**src/rtl/ifetch_ir.sv**
```systemverilog
// Instruction fetch sequencer and instruction register: fetches the word at the
// current PC over req/gnt/rvalid, holds it for decode, then steps or jumps the PC.
module ifetch_ir #(
    parameter int         DWIDTH  = 16,
    parameter int         IWIDTH  = 16,
    parameter logic [3:0] OPC_JMP = 4'hA,
    parameter logic [3:0] OPC_HLT = 4'hF
) (
    input  logic              i_clk,
    input  logic              i_rst,
    input  logic              i_run,
    input  logic [DWIDTH-1:0] i_pc_in,
    output logic              o_pc_en,
    output logic [1:0]        o_pc_ctrl,
    output logic [7:0]        o_offset_addr,
    output logic              o_imem_req,
    output logic [DWIDTH-1:0] o_imem_addr,
    input  logic              i_imem_gnt,
    input  logic              i_imem_rvalid,
    input  logic [IWIDTH-1:0] i_imem_rdata,
    output logic              o_ir_valid,
    output logic [IWIDTH-1:0] o_ir_out,
    output logic [DWIDTH-1:0] o_ir_pc,
    input  logic              i_ir_ready,
    output logic              o_halted,
    output logic [2:0]        o_dbg_state
);

    // Handshakes: a memory request transfers in the cycle where imem_req and
    // imem_gnt are both high; the IR transfers where ir_valid and ir_ready are both high.
    typedef enum logic [2:0] {
        S_IDLE   = 3'd0,
        S_REQ    = 3'd1,
        S_WAIT   = 3'd2,
        S_HOLD   = 3'd3,
        S_UPDATE = 3'd4,
        S_HALT   = 3'd5
    } state_t;

    state_t              r_state;
    logic                r_pc_en;
    logic [1:0]          r_pc_ctrl;
    logic [7:0]          r_offset_addr;
    logic                r_imem_req;
    logic [DWIDTH-1:0]   r_imem_addr;
    logic                r_ir_valid;
    logic [IWIDTH-1:0]   r_ir_out;
    logic [DWIDTH-1:0]   r_ir_pc;
    logic                r_halted;

    logic [3:0]          w_opcode;
    logic                w_is_jmp;
    logic                w_is_hlt;
    logic [DWIDTH-1:0]   w_jmp_pc;
    logic [DWIDTH-1:0]   w_next_pc;

    assign w_opcode = r_ir_out[IWIDTH-1 -: 4];
    assign w_is_jmp = (w_opcode == OPC_JMP);
    assign w_is_hlt = (w_opcode == OPC_HLT);

    always_comb begin
        w_jmp_pc      = '0;
        w_jmp_pc[7:0] = r_ir_out[7:0];
    end

    // imem_addr is registered so pc_in never reaches an output combinationally;
    // leaving UPDATE it is loaded with the PC the stage holds in the following REQ cycle.
    assign w_next_pc = w_is_jmp ? w_jmp_pc : r_ir_pc + DWIDTH'(1);

    always_ff @(posedge i_clk or posedge i_rst) begin
        if (i_rst) begin
            r_state       <= S_IDLE;
            r_pc_en       <= 1'b0;
            r_pc_ctrl     <= 2'b00;
            r_offset_addr <= 8'h00;
            r_imem_req    <= 1'b0;
            r_imem_addr   <= '0;
            r_ir_valid    <= 1'b0;
            r_ir_out      <= '0;
            r_ir_pc       <= '0;
            r_halted      <= 1'b0;
        end else begin
            case (r_state)
                S_IDLE: begin
                    if (i_run) begin
                        r_state     <= S_REQ;
                        r_imem_req  <= 1'b1;
                        r_imem_addr <= i_pc_in;
                    end
                end
                S_REQ: begin
                    if (i_imem_gnt) begin
                        r_state    <= S_WAIT;
                        r_imem_req <= 1'b0;
                        r_ir_pc    <= r_imem_addr;
                    end
                end
                S_WAIT: begin
                    if (i_imem_rvalid) begin
                        r_state    <= S_HOLD;
                        r_ir_out   <= i_imem_rdata;
                        r_ir_valid <= 1'b1;
                    end
                end
                S_HOLD: begin
                    if (i_ir_ready) begin
                        r_ir_valid <= 1'b0;
                        if (w_is_hlt) begin
                            r_state  <= S_HALT;
                            r_halted <= 1'b1;
                        end else begin
                            r_state   <= S_UPDATE;
                            r_pc_en   <= 1'b1;
                            r_pc_ctrl <= w_is_jmp ? 2'b10 : 2'b01;
                            if (w_is_jmp) begin
                                r_offset_addr <= r_ir_out[7:0];
                            end
                        end
                    end
                end
                S_UPDATE: begin
                    r_pc_en   <= 1'b0;
                    r_pc_ctrl <= 2'b00;
                    if (i_run) begin
                        r_state     <= S_REQ;
                        r_imem_req  <= 1'b1;
                        r_imem_addr <= w_next_pc;
                    end else begin
                        r_state <= S_IDLE;
                    end
                end
                S_HALT: begin
                    r_state <= S_HALT;
                end
                default: begin
                    r_state <= S_IDLE;
                end
            endcase
        end
    end

    assign o_pc_en       = r_pc_en;
    assign o_pc_ctrl     = r_pc_ctrl;
    assign o_offset_addr = r_offset_addr;
    assign o_imem_req    = r_imem_req;
    assign o_imem_addr   = r_imem_addr;
    assign o_ir_valid    = r_ir_valid;
    assign o_ir_out      = r_ir_out;
    assign o_ir_pc       = r_ir_pc;
    assign o_halted      = r_halted;
    assign o_dbg_state   = r_state;

endmodule

```
**config.mk**
```make
export PLATFORM = sky130hd
export DESIGN_NAME = ifetch_ir
export DESIGN_NICKNAME = d
export VERILOG_FILES = /design/src/rtl/ifetch_ir.sv
export SDC_FILE = /design/constraint.sdc
export NUM_CORES = 1
export LEC_CHECK = 0
export CELL_PAD_IN_SITES_DETAIL_PLACEMENT = 1
export CELL_PAD_IN_SITES_GLOBAL_PLACEMENT = 1
export CORE_MARGIN = 5
export CORE_UTILIZATION = 38
export DETAILED_ROUTE_END_ITERATION = 12
export PLACE_DENSITY = 0.83
export SLEW_MARGIN = 5
export SYNTH_ARGS = -nofsm -noshare
export SYNTH_HDL_FRONTEND = slang
export SYNTH_SLANG_ARGS = --single-unit
```
**constraint.sdc**
```tcl
create_clock -name i_clk -period 3 [get_ports i_clk]
set_input_delay 0.3 -clock i_clk [delete_from_list [all_inputs] [get_ports i_clk]]
set_output_delay 0.3 -clock i_clk [all_outputs]
set_load 0.02 [all_outputs]
```
==> summary.txt <==
Outcome
  • Outcome: complete, no violations

Power
  • Static Leakage: 1.80 nW
  • VDD IR max: 0.000553 V
  • Power Dens Cells: 1140 nW/um2

Timing
  • Worst hold margin: 0.413 ns
  • Final Hold Fails: 0
  • Max_slew headroom: 0.479
  • Worst clock skew: 0.00673 ns
  • Max Fclk: 459 MHz
  • Slew Viols, Final: 0
  • RSZ-0062 raised after global routing: no
  • Slew @ Worst Pin: 0.777 ns
  • Fin crit share: 0.726
  • Setup TNS after final layout: 0 ns
  • Final Critical Period: 2.18 ns
  • Final setup fails: 0

Route
  • Number of vias per cell: 5.31
  • Wire length on met1: 3.75 mm
  • DRC violations left: 0
  • DR iter-0 viols: 75
  • DR pass1 iterations: 4
  • DRT Wirelength: 8.90 mm
  • Via count: 2538
  • Met2 WL post-DR: 4.51 mm
  • Detail Route met3 WL: 577 um
  • Top Metal Used: met4
  • Antenna viol nets, final: 0
  • DR WL/cell: 18.6 um

Clock network
  • PostCTS Resize Cnt: 0
  • Root Buffer: clkbuf_8
  • Clock Latency Late Sink: 0.33 ns
  • Setup repair bufs after CTS: 0
  • H-Tree Depth: 3
  • Clock transition at the registers of the reported paths: 0.07 ns
  • CTS buffer count: 9
  • CTS tree: yes
  • Hold_buf cts: 0
  • CTS max path bufs: 2
  • Sink Count: 65

Critical path
  • Crit. End Element: flip-flop
  • Worst-path maximum fanout: 12
  • Setup CP Type: reg -> reg
  • Arr. time, crit path: 2.38 ns
  • Required @ worst endpoint: 3.20 ns
  • CP Launch Type: flip-flop

Floorplanning
  • Die ar.: 9880 um2
  • Chip Width: 99.4 um
  • Die H: 99.4 um
  • Core Footprint: 7770 um2
  • Boundary Pins: 103
  • Initial Util: 0.391
  • Standard-cell rows: 32

Cells and area
  • Share of layout cells above drive strength 1: 0.120
  • Diodes inserted: 0
  • Area occupied by multi-input gates: 1330 um2
  • Area Growth Syn to Fin: 43.5%
  • Commonest cells after routing, fill and taps aside: 102 x clkdlybuf4s50_1, 65 x dfrtp_1, 22 x a21oi_1
  • Reg area: 1630 um2
  • Nets: 410
  • Commonest non-fill, non-tap cell in the layout: clkdlybuf4s50_1
  • Fillcell total: 851

Synthesis
  • Ys async rst share: 1.00
  • Register bit count reported by yosys: 65
  • EDFF count, synth: 0
  • Synth warn: 0
  • Top FF cell, synth: dfrtp_1
  • Post-synth top area cell: dfrtp_1
  • Post-synthesis cell area: 3040 um2
  • Post-Syn Nets: 303
  • Register area share after synthesis: 0.535
  • Synth Instances: 264
  • Synth area leaders: dfrtp_1 54%, mux2_1 7.8%, mux2_2 7.0%
  • Synth cell types: 47
  • Share of the synthesized area in the top cell type: 0.535
  • Syn Area/Cell: 11.5 um2

Global route
  • All-Layer GR Usage: 0.185
  • Vias in the first global route: 2881
  • First-pass GRT wire length: 14.6 mm
  • Aggregate global routing overflow: 0
  • Largest net degree at the start of global routing: 35
  • Initial antenna violation count: 0

Run
  • Max-cap viol count: 0

Hold path
  • Hold Path Class: in -> async

Place
  • HPWL after DPL: 6.54 mm
  • Port buffer count: 102
  • RePlAce Congestion: 0.793
==> report_power, final <==
part / leakage, nW / switching, mW / internal (mW)
registers: 0.786 / 0.516 / 1.29
clock network: 0.0974 / 0.319 / 0.405
logic: 0.914 / 1.20 / 1.22
==> path summary, 6_finish.rpt <==
kind	from	endpoint	slack [ns]	cells after the start
worst max-delay path	o_ir_out[14]	o_offset_addr[0]	0.82	3
worst min-delay path	i_rst	o_ir_pc[13]	0.41	2
worst max register to register	o_ir_out[14]	o_offset_addr[0]	0.82	3
worst min register to register	o_pc_ctrl[1]	o_pc_ctrl[1]	0.50	1
max in group asynchronous	i_rst	o_offset_addr[7]	1.96	3
min in group i_clk	o_pc_ctrl[1]	o_pc_ctrl[1]	0.50	1
==> area by class of cell <==
| class | count | area share |
|---|---|---|
| Sequential cell | 65 | 0.373 |
| Multi-Input combinational cell | 183 | 0.305 |
| Timing Repair Buffer | 106 | 0.244 |
| Clock buffer | 13 | 0.0342 |
| Tap cell | 102 | 0.0293 |
| Clock inverter | 3 | 0.00919 |
| Inverter | 6 | 0.00517 |
==> critical path, cell delays in order (launching register included) <==
cell	delay, ns
dfrtp_1	0.43
nand4bb_1	0.73
nor2_4	0.52
mux2_1	0.38
==> through the flow <==
step	utilization	setup slack, ns	power [mW]	cells	cell area, um2
after floorplan	-	1.07	3.02	264	3040
after global placement	0.537	0.962	4.16	462	4170
after detailed placement	0.537	0.910	4.25	462	4170
after CTS	0.561	0.773	5.01	478	4360
after global routing	0.561	0.693	5.25	478	4360
final	0.561	0.822	4.95	478	4360
==> synthesized netlist by cell type, types with 2 or more instances <==
master / count
buf_4: 2
o22ai_1: 3
nor4_1: 5
o21ai_1: 3
a221oi_1: 3
nor2_1: 19
mux2_1: 21
xnor2_1: 8
o31a_1: 3
nand3_1: 9
o21ai_0: 10
a21oi_1: 22
and3_1: 6
nor2_4: 2
nand4_1: 4
a21o_1: 2
nand2_1: 14
inv_1: 6
mux2i_1: 4
nand4bb_1: 2
buf_2: 6
nor3_1: 3
dfrtp_1: 65
mux2_2: 19
==> flip-flops by register name, summed over array words and instances, names as in the netlist <==
name / count
o_dbg_state: 3
o_halted: 1
o_imem_addr: 16
o_imem_req: 1
o_ir_out: 16
o_ir_pc: 16
o_ir_valid: 1
o_offset_addr: 8
o_pc_ctrl: 2
o_pc_en: 1
==> logic make-up after synthesis <==
kind of cell	count (synthesis)	synth area share
buffers and inverters	16	0.0272
flip-flops	65	0.535
multiplexers	44	0.161
adder cells (fa/ha/maj)	1	0.00412
XOR/XNOR	9	0.0259
AND/OR/NAND/NOR	74	0.136
AO/OA/AOI/OAI	55	0.110
==> routing by layer <==
layer  vias to the layer above  GRT usage
met5                         -          0
li1                       1182          -
met3                         6     0.0533
met2                        79      0.308
met1                      1271      0.232
met4                         0     0.0620
Power figures use the tool's default switching activity.
